**src/rtl/kernel_bd_dispatch.sv**
```systemverilog
// kernel_bd_dispatch: decodes BD beats into buffered DDR-write commands, caps commands in flight, and turns completions into response pulses.
module kernel_bd_dispatch #(
  parameter int CMD_DEPTH = 16,
  parameter int MAX_OST   = 8
) (
  input  logic         clk_sys,
  input  logic         rst_n,
  input  logic [511:0] s_axis_tdata,
  input  logic [63:0]  s_axis_tkeep,
  input  logic [59:0]  s_axis_tuser,
  input  logic         s_axis_tlast,
  input  logic         s_axis_tvalid,
  output logic         s_axis_tready,
  output logic         cmd_valid,
  input  logic         cmd_ready,
  output logic [63:0]  cmd_addr,
  output logic [31:0]  cmd_len,
  output logic [10:0]  cmd_sn,
  input  logic         done_valid,
  input  logic [10:0]  done_sn,
  output logic         wr_ddr_rsp_en,
  output logic [10:0]  wr_ddr_rsp_sn,
  output logic [7:0]   ost_cnt,
  output logic [15:0]  bd_drop_cnt,
  output logic         sn_err
);
  localparam int AW = $clog2(CMD_DEPTH);
  localparam int QW = MAX_OST > 1 ? $clog2(MAX_OST) : 1;
  typedef enum logic [1:0] {ST_IDLE, ST_ACCEPT, ST_DROP} state_t;
  state_t state_q, state_d;
  logic [AW:0] wp_q, wp_d, rp_q, rp_d;
  logic [QW-1:0] qwp_q, qwp_d, qrp_q, qrp_d;
  logic [106:0] fifo_q [CMD_DEPTH];
  logic [10:0] sq_q [MAX_OST];
  logic [7:0] ost_q, ost_d;
  logic [15:0] drop_q, drop_d;
  logic err_q, err_d, rsp_en_q, rsp_en_d;
  logic [10:0] rsp_sn_q, rsp_sn_d;
  logic full, empty, beat, push, issue, qpop;
  logic unused_ok;
  assign unused_ok = ^{s_axis_tuser, s_axis_tdata[511:107], s_axis_tkeep[63:16]};
  assign full = (wp_q[AW] != rp_q[AW]) && (wp_q[AW-1:0] == rp_q[AW-1:0]);
  assign empty = wp_q == rp_q;
  // ST_IDLE only exists while reset is held, keeping tready low until the first clock after release
  assign s_axis_tready = state_q == ST_DROP || (state_q == ST_ACCEPT && !full);
  assign beat = s_axis_tvalid && s_axis_tready;
  assign push = beat && state_q == ST_ACCEPT && s_axis_tkeep[15:0] == 16'hFFFF && s_axis_tdata[95:64] != '0;
  assign cmd_valid = !empty && ost_q < 8'(MAX_OST);
  assign issue = cmd_valid && cmd_ready;
  assign qpop = done_valid && ost_q != '0;
  assign {cmd_sn, cmd_len, cmd_addr} = fifo_q[rp_q[AW-1:0]];
  assign wr_ddr_rsp_en = rsp_en_q;
  assign wr_ddr_rsp_sn = rsp_sn_q;
  assign ost_cnt = ost_q;
  assign bd_drop_cnt = drop_q;
  assign sn_err = err_q;
  always_comb begin
    state_d = state_q == ST_IDLE ? ST_ACCEPT : beat ? (s_axis_tlast ? ST_ACCEPT : ST_DROP) : state_q;
    wp_d = push ? wp_q + (AW+1)'(1) : wp_q;
    rp_d = issue ? rp_q + (AW+1)'(1) : rp_q;
    qwp_d = issue ? (qwp_q == QW'(MAX_OST - 1) ? '0 : qwp_q + QW'(1)) : qwp_q;
    qrp_d = qpop ? (qrp_q == QW'(MAX_OST - 1) ? '0 : qrp_q + QW'(1)) : qrp_q;
    ost_d = ost_q + 8'(issue) - 8'(qpop);
    drop_d = beat && !push && drop_q != 16'hFFFF ? drop_q + 16'd1 : drop_q;
    err_d = err_q || (done_valid && (ost_q == '0 || done_sn != sq_q[qrp_q]));
    rsp_en_d = done_valid;
    rsp_sn_d = done_valid ? done_sn : rsp_sn_q;
  end
  always_ff @(posedge clk_sys or negedge rst_n) begin
    if (!rst_n) begin
      state_q  <= ST_IDLE;
      wp_q     <= '0;
      rp_q     <= '0;
      qwp_q    <= '0;
      qrp_q    <= '0;
      ost_q    <= '0;
      drop_q   <= '0;
      err_q    <= 1'b0;
      rsp_en_q <= 1'b0;
      rsp_sn_q <= '0;
    end else begin
      state_q  <= state_d;
      wp_q     <= wp_d;
      rp_q     <= rp_d;
      qwp_q    <= qwp_d;
      qrp_q    <= qrp_d;
      ost_q    <= ost_d;
      drop_q   <= drop_d;
      err_q    <= err_d;
      rsp_en_q <= rsp_en_d;
      rsp_sn_q <= rsp_sn_d;
    end
  end
  always_ff @(posedge clk_sys) begin
    if (push) fifo_q[wp_q[AW-1:0]] <= s_axis_tdata[106:0];
    if (issue) sq_q[qwp_q] <= cmd_sn;
  end
endmodule
```
**config.mk**
```make
export PLATFORM = sky130hd
export DESIGN_NAME = kernel_bd_dispatch
export DESIGN_NICKNAME = d
export VERILOG_FILES = /design/src/rtl/kernel_bd_dispatch.sv
export SDC_FILE = /design/constraint.sdc
export NUM_CORES = 2
export LEC_CHECK = 0
export CAP_MARGIN = 20
export CORE_ASPECT_RATIO = 1.75
export CORE_MARGIN = 2
export CORE_UTILIZATION = 50
export DETAILED_ROUTE_END_ITERATION = 8
export PLACE_DENSITY = 0.69
export SYNTH_ARGS = -nofsm -noshare
export SYNTH_HDL_FRONTEND = slang
export SYNTH_SLANG_ARGS = --single-unit
```
**constraint.sdc**
```tcl
create_clock -name clk_sys -period 9.1 [get_ports clk_sys]
set_input_delay 0.91 -clock clk_sys [delete_from_list [all_inputs] [get_ports clk_sys]]
set_output_delay 0.91 -clock clk_sys [all_outputs]
set_load 0.01 [all_outputs]
```
==> metrics.csv <==
stage,metric,value,unit
layout,fin cells,5145,
routing,post-route ant nets,0,
sta,Max-slew headroom,23.6,%
sta,Final Hold Viols,0,
logic_synthesis,multiplexer share of the synthesized area,18.2,%
setup_path,CP endpoint kind,output pin,
sta,Max Fclk,167,MHz
cts,clock tree root driver cell,clkbuf_16,
logic_synthesis,Post-Synth Simple-Gate Area,0.908,%
die,IO Pins,799,
setup_path,Worst Path Arrival,5.07,ns
die,Die X,288,um
global_routing,Total Routing Usage GR,22.2,%
global_routing,largest net degree at the start of global routing,172,
cts,clock tree buffer depth,3,
setup_path,crit path kind,reg2out,
pwr,total leakage power,25.1,nW
place,IO buf count,285,
logic_synthesis,Most used DFF post-synth,edfxtp_1,
routing,via count,31400,
sta,RSZ-0062 raised after global routing,false,
cts,CTS tree,done,
cts,clock-pin slew on the worst setup and hold paths,0.06,ns
logic_synthesis,"Seq/Total Area, Yosys",78.7,%
place,hpwl dp,76.0,mm
setup_path,"slowest stage delay, CP",0.91,ns
logic_synthesis,Ys Warns,0,
place,GPL Wtd Cong,0.759,
place,dpl ws,3.34,ns
cts,H-tree Lvls,4,
die,Core ar.,140000,um2
setup_path,worst reg2reg path endpoint,fifo_q[15][16]$_DFFE_PP_,
logic_synthesis,library cells used by synthesis,41,
logic_synthesis,Cells after Synth,2809,
global_routing,vias in the first global route,33400,
logic_synthesis,area share of fa/ha/maj cells after synthesis,0.419,%
setup_path,CP max FO,50,
global_routing,initial antenna violation count,16,
die,Die ar.,144000,um2
setup_path,worst reg-to-reg setup slack,4.49,ns
cts,TritonCTS Buffers,159,
logic_synthesis,Yosys reg bits,1855,
setup_path,Critical Path RT,8.19,ns
cts,"Gates resized, CTS repair",0,
layout,fraction of layout instances using a drive strength above 1,26.3,%
setup_path,Crit. Startpoint,rp_q[0]$_DFFE_PN0P_,
setup_path,startpoint types,register,
sta,Least-Margin Pin Slew,1.15,ns
logic_synthesis,Mapped Area,70400,um2
setup_path,"Slowest-stage cell, CP",buf_4,
sta,Setup Viol. Count Final,0,
sta,Fin Hold WS,0.250,ns
die,row count,182,
setup_path,"delay-heaviest family, CP",buffers and inverters,
routing,WL per Instance,30.6,um
pwr,Peak VDD IR,0.260,mV
sta,fin crit period,5.98,ns
sta,Setup WS post-layout,3.12,ns
layout,"Core Util, Final",57.8,%
place,# placed instances,4844,
logic_synthesis,"EDFF count, synth",1800,
sta,Final TNS setup,0,ns
layout,"commonest non-fill, non-tap cell in the layout",edfxtp_1,
setup_path,Reg2Reg Depth,7,
setup_path,crit-path cells,"buf_4, buf_4, mux4_2, mux4_2, clkdlybuf4s50_1",
routing,DRC viols,0,
global_routing,first-pass GRT wire length,227,mm
logic_synthesis,post-synthesis xor/xnor area fraction,0.572,%
routing,Post-Route WL,157,mm
layout,Area Overhead vs Synth,15.0,%
setup_path,worst path bufs/invs,3,
logic_synthesis,Post-synth ARST share,2.96,%
place,Post-DP Area,75600,um2
pwr,Total Power,22.3,mW
setup_path,FF-to-FF Start,rp_q[2]$_DFFE_PN0P_,
logic_synthesis,compound-cell area share of the yosys netlist,0.228,%
pwr,Power per Cell Area,275,nW/um2
logic_synthesis,Synth Net Count,3485,
layout,Filler cells,9784,
run_status,status,completed,
die,die height,500,um
routing,1st-iter DRT viols,2682,
min_path,Hold Crit Class,in2async,
layout,most frequent cells in the layout,"1800 x edfxtp_1, 555 x mux4_2, 284 x clkdlybuf4s50_1, 163 x clkbuf_16, 51 x dfrtp_1",
sta,Layout Skew,0.0356,ns
routing,DR vias/cell,6.10,
global_routing,total gr overflow,0,
routing,drt pass-1 iters,5,
logic_synthesis,main combinational cell family by area after synthesis,multiplexers,
layout,post-route cell area,81000,um2
layout,Final nets,3842,
sta,"Slew Viols, Final",0,
job,Max-cap violations,0,
cts,Worst-Skew Late Latency,0.79,ns
cts,"Hold-fix buffers, CTS",0,
logic_synthesis,Synth Area per Inst,25.1,um2
sta,crit share post-route,65.8,%
die,Initial Utilization,50.3,%
cts,total clock sinks,1855,
cts,setup bufs post-CTS,0,
[worst max-delay path by stage]
stage,to,slack [ns],depth (start not counted)
after floorplan,fifo_q[10][0]$_DFFE_PP_,2.09,6
after global placement,fifo_q[15][30]$_DFFE_PP_,3.45,8
after detailed placement,fifo_q[15][13]$_DFFE_PP_,3.34,8
after CTS,cmd_addr[54],2.92,5
after global routing,cmd_addr[50],2.71,5
final,cmd_addr[54],3.12,5
[routing by layer]
layer / vias to the layer above / global-route usage (%) / routed length [um]
met1: 17100 / 29.3 / 61200
li1: 12900 / - / -
met4: 16 / 6.29 / 3600
met5: - / 0 / 93
met2: 1168 / 37.5 / 81200
met3: 258 / 4.69 / 11400
[cells by family after synthesis]
| kind of cell | Yosys count |
|---|---|
| AND/OR/NAND/NOR | 121 |
| XOR/XNOR | 46 |
| buffers and inverters | 161 |
| AO/OA/AOI/OAI | 23 |
| adder cells (fa/ha/maj) | 23 |
| flip-flops | 1855 |
| multiplexers | 580 |
[where the power goes]
part / internal, mW / total, mW / switching [mW]
registers: 9.54 / 9.70 / 0.162
clock network: 3.90 / 6.88 / 2.98
logic: 3.11 / 5.72 / 2.60
total: 16.6 / 22.3 / 5.74
[layout make-up]
cell class / count / area (um2) / share of cell area, %
Multi-Input combinational cell: 793 / 14400 / 17.8
Antenna cell: 12 / 30.0 / 0.0371
Clock inverter: 94 / 1090 / 1.35
Sequential cell: 1855 / 55400 / 68.5
Timing Repair Buffer: 331 / 3390 / 4.19
Tap cell: 1840 / 2300 / 2.84
Inverter: 26 / 103 / 0.127
Clock buffer: 194 / 4210 / 5.19
[state kept, by name (all words and copies together) (netlist names)]
register	flops
bd_drop_cnt	16
fifo_q	1712
ost_cnt	8
qrp_q	3
qwp_q	3
rp_q	5
sn_err	1
sq_q	88
state_q	2
wp_q	5
wr_ddr_rsp_en	1
wr_ddr_rsp_sn	11
[synthesized netlist by cell type (2+ instances only)]
cell type	count	area, um2
and2_1	14	87.6
edfxtp_1	1800	54100
o21ai_0	6	30.0
nor3_1	7	35.0
and4_1	4	35.0
ha_1	22	275
a21o_1	4	30.0
buf_2	48	240
nor2_1	22	82.6
nand2_1	28	105
mux2_2	12	135
mux4_1	2	52.6
nand3_1	7	35.0
clkbuf_1	64	240
nor4b_1	2	17.5
nor3b_1	3	22.5
a21oi_1	6	30.0
buf_1	22	82.6
nor4_1	11	68.8
xor2_1	27	236
xnor2_1	19	166
inv_1	25	93.8
and3_1	3	18.8
nand4_1	13	81.3
dfrtp_1	55	1380
mux2i_1	11	110
mux4_2	555	12500
nand2b_1	4	25.0
(Power assumes the default switching activity.)
